--- config.mk ---
export PLATFORM = sky130hd
export DESIGN_NAME = seq_rec_readout_ctrl_flat
export DESIGN_NICKNAME = d
export VERILOG_FILES = /design/src/rtl/seq_rec_readout_ctrl_if.sv /design/src/rtl/seq_rec_readout_ctrl.sv /design/src/flat_wrapper.sv
export SDC_FILE = /design/constraint.sdc
export NUM_CORES = 1
export LEC_CHECK = 0
export ABC_AREA = 0
export CORE_UTILIZATION = 54
export DETAILED_ROUTE_END_ITERATION = 12
export PLACE_DENSITY = 0.82
export SYNTH_ARGS = -nofsm -noshare
export SYNTH_HDL_FRONTEND = slang
export SYNTH_SLANG_ARGS = --single-unit
--- constraint.sdc ---
create_clock -name BUS_CLK -period 2.9 [get_ports BUS_CLK]
set_input_delay 0.58 -clock BUS_CLK [delete_from_list [all_inputs] [get_ports BUS_CLK]]
set_output_delay 0.58 -clock BUS_CLK [all_outputs]
set_load 0.01 [all_outputs]
--- src/rtl/seq_rec_readout_ctrl_if.sv ---
// rtl/seq_rec_readout_ctrl_if.sv - 8-bit register/memory bus between the sequencer and seq_rec_core
interface seq_rec_readout_ctrl_if #(
  parameter int ABUSWIDTH = 16
);
  logic [ABUSWIDTH-1:0] M_ADD;
  logic [7:0]           M_DATA_OUT;
  logic                 M_WR;
  logic                 M_RD;
  logic [7:0]           M_DATA_IN;

  modport master (output M_ADD, output M_DATA_OUT, output M_WR, output M_RD, input M_DATA_IN);
  modport slave  (input M_ADD, input M_DATA_OUT, input M_WR, input M_RD, output M_DATA_IN);
endinterface

--- src/rtl/seq_rec_readout_ctrl.sv ---
// rtl/seq_rec_readout_ctrl.sv - Configures, starts, polls and reads out one seq_rec_core into 32-bit FIFO words
module seq_rec_readout_ctrl #(
  parameter int ABUSWIDTH = 16,
  parameter int BASEADDR  = 0,
  parameter int MEM_BYTES = 8192,
  parameter int IN_BITS   = 8,
  parameter int POLL_GAP  = 16,
  parameter int TIMEOUT   = 2**20
) (
  input  logic        BUS_CLK,
  input  logic        RST,
  input  logic        CMD_START,
  input  logic [15:0] CMD_COUNT,
  input  logic        CMD_ABORT,
  output logic        BUSY,
  output logic        ERROR,
  seq_rec_readout_ctrl_if.master bus,
  output logic [31:0] FIFO_DATA,
  output logic        FIFO_WRITE,
  input  logic        FIFO_FULL
);
  localparam int IW = $clog2(MEM_BYTES + 1);
  localparam int TW = $clog2(TIMEOUT + 1);
  localparam int PW = $clog2(POLL_GAP + 1);
  localparam logic [ABUSWIDTH-1:0] BASE = ABUSWIDTH'(BASEADDR);

  typedef enum logic [3:0] {
    S_IDLE, S_CFG_RST, S_CFG_EXT, S_CFG_CNTL, S_CFG_CNTH, S_ARM, S_WAIT_DONE,
    S_POLL_CHK, S_READ, S_CAPTURE, S_PUSH, S_FINISH, S_SRST
  } state_t;

  state_t          state, state_next;
  logic [15:0]     count;
  logic [31:0]     nbytes;
  logic [31:0]     start_nbytes;
  logic            start_ok;
  logic [IW-1:0]   idx;
  logic [TW-1:0]   tcnt;
  logic [PW-1:0]   ptmr;
  logic [31:0]     word;
  logic            in_wait;
  logic            timed_out;
  logic            last_byte;

  assign start_nbytes = 32'(CMD_COUNT) * 32'(IN_BITS / 8);
  assign start_ok     = (CMD_COUNT != 16'd0) && (start_nbytes <= 32'(MEM_BYTES));
  assign in_wait      = (state == S_WAIT_DONE) || (state == S_POLL_CHK);
  assign timed_out    = (tcnt == TW'(TIMEOUT));
  assign last_byte    = (32'(idx) == nbytes - 32'd1);
  assign BUSY         = (state != S_IDLE);
  assign FIFO_DATA    = word;

  always_comb begin
    state_next = state;
    unique case (state)
      S_IDLE:      if (CMD_START && !CMD_ABORT && start_ok) state_next = S_CFG_RST;
      S_CFG_RST:   state_next = S_CFG_EXT;
      S_CFG_EXT:   state_next = S_CFG_CNTL;
      S_CFG_CNTL:  state_next = S_CFG_CNTH;
      S_CFG_CNTH:  state_next = S_ARM;
      S_ARM:       state_next = S_WAIT_DONE;
      S_WAIT_DONE: if (timed_out) state_next = S_SRST;
                   else if (ptmr == '0) state_next = S_POLL_CHK;
      S_POLL_CHK:  if (timed_out) state_next = S_SRST;
                   else if (bus.M_DATA_IN[0]) state_next = S_READ;
                   else state_next = S_WAIT_DONE;
      S_READ:      state_next = S_CAPTURE;
      S_CAPTURE:   state_next = (idx[1:0] == 2'd3 || last_byte) ? S_PUSH : S_READ;
      S_PUSH:      if (!FIFO_FULL) state_next = (32'(idx) == nbytes) ? S_FINISH : S_READ;
      S_FINISH:    state_next = S_IDLE;
      S_SRST:      state_next = S_IDLE;
      default:     state_next = S_IDLE;
    endcase
    if (CMD_ABORT && state != S_IDLE && state != S_SRST) state_next = S_SRST;
  end

  // Strobes are decoded from the current state so that RST and CMD_ABORT can suppress them in their own cycle.
  always_comb begin
    bus.M_WR       = 1'b0;
    bus.M_RD       = 1'b0;
    bus.M_ADD      = '0;
    bus.M_DATA_OUT = 8'h00;
    FIFO_WRITE     = 1'b0;
    unique case (state)
      S_CFG_RST, S_SRST: begin bus.M_WR = 1'b1; bus.M_ADD = BASE; end
      S_CFG_EXT:   begin bus.M_WR = 1'b1; bus.M_ADD = BASE + ABUSWIDTH'(2); end
      S_CFG_CNTL:  begin bus.M_WR = 1'b1; bus.M_ADD = BASE + ABUSWIDTH'(3); bus.M_DATA_OUT = count[7:0]; end
      S_CFG_CNTH:  begin bus.M_WR = 1'b1; bus.M_ADD = BASE + ABUSWIDTH'(4); bus.M_DATA_OUT = count[15:8]; end
      S_ARM:       begin bus.M_WR = 1'b1; bus.M_ADD = BASE + ABUSWIDTH'(1); end
      S_WAIT_DONE: if (ptmr == '0 && !timed_out) begin bus.M_RD = 1'b1; bus.M_ADD = BASE + ABUSWIDTH'(1); end
      S_READ:      begin bus.M_RD = 1'b1; bus.M_ADD = BASE + ABUSWIDTH'(16) + ABUSWIDTH'(idx); end
      S_PUSH:      FIFO_WRITE = !FIFO_FULL;
      default:     ;
    endcase
    if (CMD_ABORT) begin
      bus.M_RD   = 1'b0;
      FIFO_WRITE = 1'b0;
    end
    if (RST) begin
      bus.M_WR       = 1'b0;
      bus.M_RD       = 1'b0;
      bus.M_ADD      = '0;
      bus.M_DATA_OUT = 8'h00;
      FIFO_WRITE     = 1'b0;
    end
  end

  always_ff @(posedge BUS_CLK) begin
    if (RST) begin
      state  <= S_IDLE;
      ERROR  <= 1'b0;
      count  <= 16'd0;
      nbytes <= 32'd0;
      idx    <= '0;
      tcnt   <= '0;
      ptmr   <= '0;
      word   <= 32'd0;
    end else begin
      state <= state_next;
      if (state == S_IDLE && CMD_START && !CMD_ABORT) begin
        if (start_ok) begin
          ERROR  <= 1'b0;
          count  <= CMD_COUNT;
          nbytes <= start_nbytes;
          idx    <= '0;
          word   <= 32'd0;
        end else begin
          ERROR <= 1'b1;
        end
      end
      if (state == S_ARM) begin
        ptmr <= PW'(POLL_GAP);
        tcnt <= '0;
      end
      if (in_wait && !timed_out) tcnt <= tcnt + TW'(1);
      if (state == S_WAIT_DONE && ptmr != '0) ptmr <= ptmr - PW'(1);
      // The check cycle itself is idle, so one fewer timer tick keeps polls POLL_GAP idle cycles apart.
      if (state == S_POLL_CHK) ptmr <= PW'(POLL_GAP - 1);
      if (in_wait && timed_out && !CMD_ABORT) ERROR <= 1'b1;
      if (state == S_CAPTURE && !CMD_ABORT) begin
        word[{idx[1:0], 3'b000} +: 8] <= bus.M_DATA_IN;
        idx <= idx + IW'(1);
      end
      if (FIFO_WRITE || state_next == S_SRST) word <= 32'd0;
    end
  end
endmodule

--- src/flat_wrapper.sv ---
// flat-port wrapper written by rule: the top's interface ports become plain ports
module seq_rec_readout_ctrl_flat 
#(
  parameter int ABUSWIDTH = 16,
  parameter int BASEADDR  = 0,
  parameter int MEM_BYTES = 8192,
  parameter int IN_BITS   = 8,
  parameter int POLL_GAP  = 16,
  parameter int TIMEOUT   = 2**20
)
  (BUS_CLK, RST, CMD_START, CMD_COUNT, CMD_ABORT, BUSY, ERROR, FIFO_DATA, FIFO_WRITE, FIFO_FULL, bus_M_ADD, bus_M_DATA_OUT, bus_M_WR, bus_M_RD, bus_M_DATA_IN);
  seq_rec_readout_ctrl_if #(.ABUSWIDTH(ABUSWIDTH)) bus_i ();
  input  logic BUS_CLK;
  input  logic RST;
  input  logic CMD_START;
  input  logic [15:0] CMD_COUNT;
  input  logic CMD_ABORT;
  output logic BUSY;
  output logic ERROR;
  output logic [31:0] FIFO_DATA;
  output logic FIFO_WRITE;
  input  logic FIFO_FULL;
  output wire logic [$bits(bus_i.M_ADD)-1:0] bus_M_ADD;
  output wire logic [$bits(bus_i.M_DATA_OUT)-1:0] bus_M_DATA_OUT;
  output wire logic [$bits(bus_i.M_WR)-1:0] bus_M_WR;
  output wire logic [$bits(bus_i.M_RD)-1:0] bus_M_RD;
  input wire logic [$bits(bus_i.M_DATA_IN)-1:0] bus_M_DATA_IN;
  assign bus_M_ADD = bus_i.M_ADD;
  assign bus_M_DATA_OUT = bus_i.M_DATA_OUT;
  assign bus_M_WR = bus_i.M_WR;
  assign bus_M_RD = bus_i.M_RD;
  assign bus_i.M_DATA_IN = bus_M_DATA_IN;
  seq_rec_readout_ctrl #(.ABUSWIDTH(ABUSWIDTH), .BASEADDR(BASEADDR), .MEM_BYTES(MEM_BYTES), .IN_BITS(IN_BITS), .POLL_GAP(POLL_GAP), .TIMEOUT(TIMEOUT)) u_core (.BUS_CLK(BUS_CLK), .RST(RST), .CMD_START(CMD_START), .CMD_COUNT(CMD_COUNT), .CMD_ABORT(CMD_ABORT), .BUSY(BUSY), .ERROR(ERROR), .bus(bus_i), .FIFO_DATA(FIFO_DATA), .FIFO_WRITE(FIFO_WRITE), .FIFO_FULL(FIFO_FULL));
endmodule
==> metrics <==
global-route wire length before repair=roughly 24000 microns; Setup crit end kind=output pin; clk_lat worst skew=370 ps; Netlist cell types=slightly below 70; sequential share of the synthesized area=about a third; PwrDens=about 480 mW/mm^2; clock-pin slew on the worst setup and hold paths=110 ps; final setup violation count=0; Worst Max-Slew Pin Slew=roughly 820 ps; worst flop-to-flop path endpoint=u_core.tcnt[20]; RR Startpoint=u_core.state[2]; startpoint types=flop; CP max FO=12; I/O pin count=90; area post-placement=0.006435 sq mm; Leakage=2.372 nW; design area=approximately 0.0067 sq mm; Critical Path AT=about 2200 ps; reg-to-reg slack, setup=between 400 and 500 ps; Min-Delay Startpoint=u_core.FIFO_DATA[30]; Residual DRC=0; Slew HR=around 45%; Core ar.=0.009774 sq mm; die height=roughly 100 microns; minimum clock period=2784 ps; flops & latches, synth=93; vias in the first global route=5145; synth-to-layout area growth=23.53%; Initial Util=a little under three fifths; Yosys top cell area share=between 30% and 40%; final clock skew=between 10 and 15 ps; Avg Cell Area, Syn=~8 sq um; worst min-delay path class=reg -> reg; total CTS buffers=9; post-synthesis cell count=a little under 700; Async S/R FF share, synth=0%; HPWL Detailed=~11000 microns; Ys Warns=0; clk buf depth=2; hold path cells=2; ys flop type=dfxtp_1; Initial DRT Pass Iterations=6; worst reg2reg path depth=7; crit path kind=reg -> out; layout cells sized above 1=10.66%; GPL Wtd Cong=approximately 0.9; GRT Overall Usage=between 20% and 30%; Yosys top cell by area=dfxtp_1; number of synthesized flops with an enable pin=0; CTS tree=built; VDD IR max=between 300 and 400 uV; Syn Std Cell Area=0.005435 sq mm; Starting DRT DRC Count=316; port bufs=between 80 and 90; Final period util=96.01%; CTS Sinks=93; ranking of synthesized cells by area=dfxtp_1 34%, nor2_1 6.7%, a21oi_1 5.1%; clock root cell=clkbuf_8; pre-CTS setup slack=~46 ps; largest net degree at the start of global routing=45; antenna diode count=0; antenna-violating nets left=0; total routed wirelength=~15000 microns; wire per inst=about 17 microns; detailed-route via count=approximately 5600; Max-Cap Viols=0; setup ws final=~120 ps; Horiz. Die Dim=102.3 microns; Post-synth top cells=97 x nor2_1, 93 x dfxtp_1, 55 x a21oi_1; Max Fclk=around 360 MHz; grt total ovfl=0; syn_nets=736; Std-Cell Rows=36; outcome=complete, no violations; max-slew violation count=0; Nets=about 800; Hold Path End=u_core.FIFO_DATA[30]; H-Tree Depth=3; # fillers=827; via-per-instance ratio=between 6 and 7; final hold vios=0; initial antenna violation count=0; most numerous cell in the Yosys netlist=nor2_1; Critical Path RT=~2300 ps; die area=0.01047 sq mm
## cells by family after synthesis
logic type | count (synthesis) | share of synthesized area, %
mux | 6 | 1.174
fa+ha+maj | 11 | 2.532
compound gates | 190 | 23.76
buf+inv | 81 | 6.377
simple gates | 281 | 26.27
flops | 93 | 34.25
xor+xnor | 33 | 5.571
other cells | 1 | 0.06899
## flip-flops by register name (all words and copies together) (netlist names)
signal            cells
u_core.state          4
u_core.FIFO_DATA     32
u_core.tcnt          21
u_core.count         16
u_core.idx           14
u_core.ptmr           5
u_core.ERROR          1
## stage by stage
stage	power [mW]	utilization [%]	TNS [ps]	hold slack, ps	cells
floorplan	1.993	-	0	459.7	696
global placement	2.292	65.83	0	477.5	885
detailed placement	2.313	65.83	0	489.7	885
CTS	3.174	68.32	0	514.4	902
global route	3.367	68.69	-7.630	543.1	902
finish	3.206	68.69	0	509.0	902
## where the power goes
group          switching (mW)  total [mW]  internal, mW
sequential              0.103        1.43          1.32
combinational           0.519       0.912         0.392
clock                   0.523       0.867         0.343
total                    1.15        3.21          2.06
## cell type report
| type | instances | area (sq um) | share of cell area, % |
|---|---|---|---|
| clock buffers | 9 | 123.9 | 1.845 |
| inverters | 20 | 75.07 | 1.118 |
| well taps | 133 | 166.4 | 2.479 |
| multi-input cells | 522 | 3298 | 49.12 |
| repair buffers | 118 | 1100 | 16.38 |
| flip-flops and latches | 93 | 1874 | 27.92 |
| clock inverters | 7 | 76.32 | 1.137 |
## critical path, stage by stage (launching register included)
cell and delay (ps):
dfxtp_4 440, buf_4 200, nand2_1 120, nor4_4 180
buf_4 210, a22o_1 140, clkdlybuf4s50_1 540
## worst max path at each step
| stage | startpoint | end | slack (ps) | cells past startpoint |
|---|---|---|---|---|
| after CTS | u_core.state[0] | bus_M_DATA_OUT[2] | 20 | 4 |
| after floorplan | u_core.state[0] | bus_M_DATA_OUT[4] | 530 | 5 |
| final | u_core.state[1] | bus_M_DATA_OUT[3] | 120 | 6 |
| after detailed placement | CMD_COUNT[0] | u_core.FIFO_DATA[3] | 50 | 7 |
| after global placement | CMD_COUNT[6] | u_core.idx[12] | 90 | 7 |
| after global routing | u_core.ptmr[0] | bus_M_RD | -8 | 6 |
## layer usage
layer / track usage (%) / up-vias / share of wire [%] / routed length [microns]
li1: - / 2689 / - / -
met1: 35.90 / 2660 / 41 / 6126
met2: 49.92 / 219 / 49 / 7408
met3: 6.635 / 43 / 6.9 / 1038
met4: 13.19 / 0 / 2.9 / 441
met5: 0 / - / 0 / 0
## what timing repair did
action | in CTS | in global routing
gates cloned | 0 | 0
pin swaps | 2 | 0
setup buffers | 1 | 0
hold buffers | 0 | 0
resized for setup | 18 | 10
setup endpoints to repair | 22 | 17
## layout by cell type (no fill, tap or decap), types with 4 or more instances in the layout
| master | count |
|---|---|
| a211oi_1 | 5 |
| a21oi_1 | 55 |
| a221oi_1 | 4 |
| a22o_1 | 8 |
| a22oi_1 | 36 |
| a311oi_1 | 11 |
| a31oi_1 | 7 |
| and3_1 | 6 |
| and4_1 | 5 |
| buf_4 | 30 |
| clkbuf_8 | 9 |
| clkdlybuf4s50_1 | 80 |
| dfxtp_1 | 87 |
| dfxtp_2 | 4 |
| dlygate4sd2_1 | 5 |
| ha_1 | 11 |
| inv_1 | 20 |
| nand2_1 | 50 |
| nand2b_1 | 7 |
| nand3_1 | 27 |
| nand3b_1 | 6 |
| nand4_1 | 7 |
| nor2_1 | 95 |
| nor2b_1 | 4 |
| nor3_1 | 13 |
| nor4_1 | 12 |
| nor4b_1 | 7 |
| o2111ai_1 | 4 |
| o211ai_1 | 4 |
| o21a_1 | 7 |
| o21ai_0 | 21 |
| o41ai_1 | 5 |
| or2_2 | 5 |
| or3_1 | 5 |
| or4_1 | 5 |
| xnor2_1 | 14 |
| xor2_1 | 18 |
(Power assumes the default switching activity.)
